$ cat src/rtl/ordered_event_ctrl.sv
// Programmable time-ordered event detector: walks a runtime-loaded sequence of cumulative masks
// and counts completed sequences. Define ORDERED_EVENT_TIMEOUT_EN for the per-step timeout.
module ordered_event_ctrl #(
    parameter int unsigned N_IN      = 3,
    parameter int unsigned MAX_STEPS = 4,
    parameter int unsigned CNT_W     = 8,
    parameter int unsigned TMO_W     = 8,
    localparam int unsigned IDX_W    = (MAX_STEPS > 1) ? $clog2(MAX_STEPS) : 1
) (
    input  logic             clk,
    input  logic             reset,
    input  logic [N_IN-1:0]  ev,
    input  logic             cfg_we,
    input  logic [IDX_W-1:0] cfg_idx,
    input  logic [N_IN-1:0]  cfg_mask,
    input  logic             cfg_len_we,
    input  logic [IDX_W:0]   cfg_len,
    input  logic             arm,
    input  logic             disarm,
`ifdef ORDERED_EVENT_TIMEOUT_EN
    input  logic [TMO_W-1:0] cfg_tmo,
    output logic             tmo,
`endif
    output logic             busy,
    output logic [IDX_W-1:0] step,
    output logic             hit,
    output logic [CNT_W-1:0] hit_cnt,
    output logic             cfg_err
);

    if (N_IN < 1 || MAX_STEPS < 1 || CNT_W < 1 || TMO_W < 1) begin : g_bad_params
        $error("ordered_event_ctrl: all parameters must be at least 1");
    end

    localparam logic [IDX_W:0] MAX_LEN = (IDX_W+1)'(MAX_STEPS);

    typedef enum logic [1:0] {StIdle, StRun, StMatch} state_e;

    state_e          state;
    logic [N_IN-1:0] mask [MAX_STEPS];
    logic [IDX_W:0]  len;

    logic [IDX_W-1:0] prev_idx;
    logic             cover_cur;
    logic             cover_prev;
    logic             last_step;
    logic             idx_ok;
    logic             len_ok;
    logic             cfg_bad;

`ifdef ORDERED_EVENT_TIMEOUT_EN
    logic [TMO_W-1:0] tmo_cnt;
    logic             tmo_fire;
`endif

    always_comb begin
        prev_idx   = step - IDX_W'(1);
        cover_cur  = (ev & mask[step]) == mask[step];
        // Step 0 has no predecessor, so the hold condition is trivially met there.
        cover_prev = (step == '0) || ((ev & mask[prev_idx]) == mask[prev_idx]);
        last_step  = (IDX_W+1)'(step) + (IDX_W+1)'(1) == len;
        idx_ok     = 32'(cfg_idx) < MAX_STEPS;
        len_ok     = (cfg_len != '0) && (cfg_len <= MAX_LEN);
        cfg_bad    = (cfg_we && (state != StIdle || !idx_ok)) ||
                     (cfg_len_we && (state != StIdle || !len_ok));
`ifdef ORDERED_EVENT_TIMEOUT_EN
        tmo_fire   = (cfg_tmo != '0) && (step != '0) && (tmo_cnt == cfg_tmo);
`endif
    end

    assign busy = (state != StIdle);
    assign hit  = (state == StMatch);

    always_ff @(posedge clk or negedge reset) begin
        if (!reset) begin
            state   <= StIdle;
            step    <= '0;
            hit_cnt <= '0;
            cfg_err <= 1'b0;
            len     <= (IDX_W+1)'(1);
            for (int i = 0; i < int'(MAX_STEPS); i++) begin
                mask[i] <= '0;
            end
`ifdef ORDERED_EVENT_TIMEOUT_EN
            tmo     <= 1'b0;
            tmo_cnt <= '0;
`endif
        end else begin
            cfg_err <= cfg_bad;
            if (cfg_we && state == StIdle && idx_ok) begin
                mask[cfg_idx] <= cfg_mask;
            end
            if (cfg_len_we && state == StIdle && len_ok) begin
                len <= cfg_len;
            end
`ifdef ORDERED_EVENT_TIMEOUT_EN
            tmo     <= 1'b0;
            tmo_cnt <= '0;
`endif
            if (disarm) begin
                state <= StIdle;
                step  <= '0;
            end else begin
                unique case (state)
                    StIdle: begin
                        if (arm) begin
                            state   <= StRun;
                            step    <= '0;
                            hit_cnt <= '0;
                        end
                    end
                    StMatch: begin
                        state <= StRun;
                        step  <= '0;
                        if (hit_cnt != '1) begin
                            hit_cnt <= hit_cnt + CNT_W'(1);
                        end
                    end
                    StRun: begin
                        if (!cover_prev) begin
                            step <= '0;
                        end else if (cover_cur && last_step) begin
                            state <= StMatch;
                            step  <= '0;
                        end else if (cover_cur) begin
                            step <= step + IDX_W'(1);
`ifdef ORDERED_EVENT_TIMEOUT_EN
                        end else if (tmo_fire) begin
                            step <= '0;
                            tmo  <= 1'b1;
                        end else if (step != '0) begin
                            tmo_cnt <= tmo_cnt + TMO_W'(1);
`endif
                        end
                    end
                    default: begin
                        state <= StIdle;
                        step  <= '0;
                    end
                endcase
            end
        end
    end

endmodule

$ cat config.mk
export PLATFORM = sky130hd
export DESIGN_NAME = ordered_event_ctrl
export DESIGN_NICKNAME = d
export VERILOG_FILES = /design/src/rtl/ordered_event_ctrl.sv
export SDC_FILE = /design/constraint.sdc
export NUM_CORES = 1
export LEC_CHECK = 0
export BUFFER_PORTS_ARGS = -buffer_cell sky130_fd_sc_hd__clkbuf_2
export CORE_MARGIN = 3
export CORE_UTILIZATION = 51
export CTS_BUF_LIST = sky130_fd_sc_hd__clkbuf_2 sky130_fd_sc_hd__clkbuf_4 sky130_fd_sc_hd__clkbuf_8
export DETAILED_ROUTE_END_ITERATION = 8
export PLACE_DENSITY_LB_ADDON = 0.2
export REMOVE_ABC_BUFFERS = 1
export SLEW_MARGIN = 10
export SYNTH_ARGS = -nofsm -noshare
export SYNTH_HDL_FRONTEND = slang
export SYNTH_SLANG_ARGS = --single-unit
$ cat constraint.sdc
create_clock -name clk -period 1.8 [get_ports clk]
set_input_delay 0 -clock clk [delete_from_list [all_inputs] [get_ports clk]]
set_output_delay 0 -clock clk [all_outputs]
set_load 0.02 [all_outputs]
==> results.json <==
{
  "outcome": "complete, but fails checks",
  "violations": "setup timing",
  "finalSetupViolCount": 3,
  "grt_usage": 0.197,
  "clk_pin_slew_ns": 0.15,
  "diodes": 0,
  "clock_sinks": 28,
  "timing.final.crit_share": 1.04,
  "final_cells": 214,
  "crit_type": "flop to flop",
  "hp-class": "input pin to flop",
  "grt_max_degree": 29,
  "syn_area_um2": 1540,
  "grt_pass1_wl_mm": 5.33,
  "p_per_area_nw_per_um2": 925,
  "num_vias": 1259,
  "grt_overflow": 0,
  "numCtsBuffers": 3,
  "cp-start-kind": "flop",
  "arrival_ns": 2.13,
  "power.total_mw": 1.84,
  "slew_headroom": 0.541,
  "avgSynthCellArea_um2": 11.5,
  "start_util": 0.545,
  "setup.worst_path.end_class": "flop",
  "dpl.hpwl_mm": 2.47,
  "drt_iter0_markers": 41,
  "clock_skew_ns": 0.00364,
  "vdd_drop_max_v": 0.000530,
  "yosysWarningCount": 0,
  "drtPass1Iterations": 5,
  "h-tree-depth": 1,
  "hold_viol_final": 0,
  "fin_crit_ns": 1.87,
  "worst_skew_pair.late_latency_ns": 0.33,
  "drt_wl_total_mm": 3.46,
  "cts_buffer_depth": 2,
  "detail_route.wl_per_cell_um": 16.2,
  "post_cts_buffers": 0,
  "cts_tree": "done",
  "grt_pass1_vias": 1175,
  "ant_nets": 0,
  "io_pins": 30,
  "tns_ns": -0.148,
  "crit_required_ns": 2.05,
  "portBuffers": 29,
  "yosys.cell_types.count": 41,
  "die_y_um": 61,
  "power_leakage_nw": 0.870,
  "clockRootBuffer": "clkbuf_4",
  "die_x_um": 61,
  "coreArea_um2": 2830,
  "rows": 19,
  "cp_max_fo": 4,
  "area_growth_pct": 29.1,
  "final_layout_size_suffix_gt1_frac": 0.415,
  "tightest_slew_ns": 0.688,
  "die_area_um2": 3720,
  "vias_per_cell": 5.88,
  "fmax_mhz": 534,
  "layout.nets": 204,
  "yosysSeqAreaShare": 0.455,
  "drc": 0,
  "dpl_worst_slack_ns": -0.0463,
  "gp_congestion": 0.863,
  "yosys_register_bits": 28,
  "dp_cells": 199,
  "maxSlewViolCount": 0,
  "drv_cap": 0,
  "rsz0062_at_grt": "true",
  "grt_antenna_before_repair": 0,
  "syn_inst": 134,
  "fin_ws_ns": -0.0731
}
## worst max-delay path, cell delays in order, from the launching register on
cell       delay (ns)
dfrtp_1          0.45
inv_2            0.08
ha_4             0.29
mux4_2           0.31
nand2b_2         0.11
a31oi_4          0.11
nand4bb_1        0.23
o22ai_1          0.21
## logic make-up (layout without fill, tap and decap cells)
group	count (synthesis)	in the layout	share of synthesized area
multiplexers	24	24	0.205
adder cells (fa/ha/maj)	3	3	0.0243
AND/OR/NAND/NOR	40	40	0.145
flip-flops	28	28	0.455
AO/OA/AOI/OAI	27	27	0.122
buffers and inverters	8	57	0.0251
XOR/XNOR	4	4	0.0227
## per-layer routing
layer / vias up / track usage / part of all wire
met5: - / 0 / 0
met1: 615 / 0.256 / 0.42
met4: 0 / 0.0588 / 0.0058
li1: 593 / - / -
met3: 2 / 0.0277 / 0.052
met2: 49 / 0.340 / 0.52
## report_power, final
group | switching [mW] | total [mW] | internal [mW]
Combinational | 0.257 | 0.587 | 0.330
Clock | 0.190 | 0.415 | 0.225
Sequential | 0.0917 | 0.840 | 0.749
Total | 0.539 | 1.84 | 1.30
## state kept, by name, indices dropped and copies added (netlist names)
signal   flops
hit_cnt      8
mask        12
step         2
state        2
len          3
cfg_err      1
## cell usage after synthesis
library cell / number / area, um^2
nand4_1: 1 / 6.26
nor2b_1: 1 / 6.26
or3_1: 1 / 6.26
o22ai_1: 1 / 6.26
a21oi_1: 3 / 15.0
nand4bb_1: 1 / 11.3
nor3b_1: 1 / 7.51
xnor2_1: 3 / 26.3
nand2b_1: 3 / 18.8
dfrtp_1: 27 / 676
nand2_1: 6 / 22.5
and3_1: 1 / 6.26
clkbuf_1: 1 / 3.75
o21ai_2: 1 / 8.76
buf_6: 1 / 11.3
nor4b_1: 1 / 8.76
o31ai_1: 4 / 30.0
buf_2: 1 / 5.00
nand2b_2: 3 / 26.3
mux2_2: 15 / 169
nor2_1: 8 / 30.0
and2_1: 1 / 6.26
xor2_1: 1 / 8.76
o31a_1: 1 / 8.76
mux2i_1: 5 / 50.1
dfstp_2: 1 / 26.3
mux4_1: 2 / 52.6
mux4_2: 2 / 45.0
or2_2: 2 / 12.5
nand3_1: 8 / 40.0
o21ai_0: 9 / 45.0
ha_1: 3 / 37.5
nor4bb_1: 1 / 10.0
a31oi_1: 2 / 12.5
a211oi_1: 1 / 7.51
a31oi_4: 1 / 21.3
o221ai_1: 2 / 17.5
inv_1: 5 / 18.8
o41ai_1: 1 / 8.76
o21bai_1: 1 / 7.51
nor3_1: 1 / 5.00
## path summary, 6_finish.rpt
path / from / to / slack, ns / depth (start not counted)
min reg2reg: hit_cnt[7]$_DFFE_PN0P_ / hit_cnt[7]$_DFFE_PN0P_ / 0.52 / 1
min in group asynchronous: reset / len[1]$_DFFE_PN0P_ / 0.22 / 2
min: cfg_idx[0] / mask[5]$_DFFE_PN0P_ / 0.12 / 3
max in group asynchronous: reset / mask[7]$_DFFE_PN0P_ / 1.15 / 2
max: step[0]$_DFFE_PN0P_ / step[1]$_DFFE_PN0P_ / -0.07 / 7
max reg2reg: step[0]$_DFFE_PN0P_ / step[1]$_DFFE_PN0P_ / -0.07 / 7
## through the flow
stage	hold WS [ns]	instance area (um^2)	util
2_1_floorplan	-0.296	1520	-
3_3_place_gp	0.0680	1770	0.625
3_5_place_dp	0.0817	1770	0.625
4_1_cts	0.0699	1950	0.689
5_1_grt	0.0944	1990	0.704
6_report	0.118	1990	0.704
## what timing repair did
item	CTS	global route
hold endpoints to repair	45	0
endpoints found under the setup margin	4	10
hold buffers	11	0
gates resized for setup	8	7
pin swaps	2	2
## area by class of cell
type                       instances  area [um^2]
timing repair buffer              48          319
sequential                        28          702
clock buffer                       3         22.5
inverter                           5         18.8
fill                             216          837
clock inverter                     1         30.0
tap                               31         38.8
multi-input combinational         98          861
## cells in the final DEF, fill, tap and decap left out, types with 2 or more instances in the layout
cell type      count
a21oi_1            2
a31oi_1            2
buf_4              7
clkbuf_2          29
clkbuf_4           3
dfrtp_1           27
dlygate4sd3_1     11
ha_1               2
inv_1              4
mux2_2            15
mux2i_1            5
mux4_2             4
nand2_1            6
nand2b_1           3
nand2b_2           3
nand3_1            8
nor2_1             8
o21ai_0            9
o221ai_1           2
o31ai_1            4
xnor2_1            3
(Power assumes the default switching activity.)
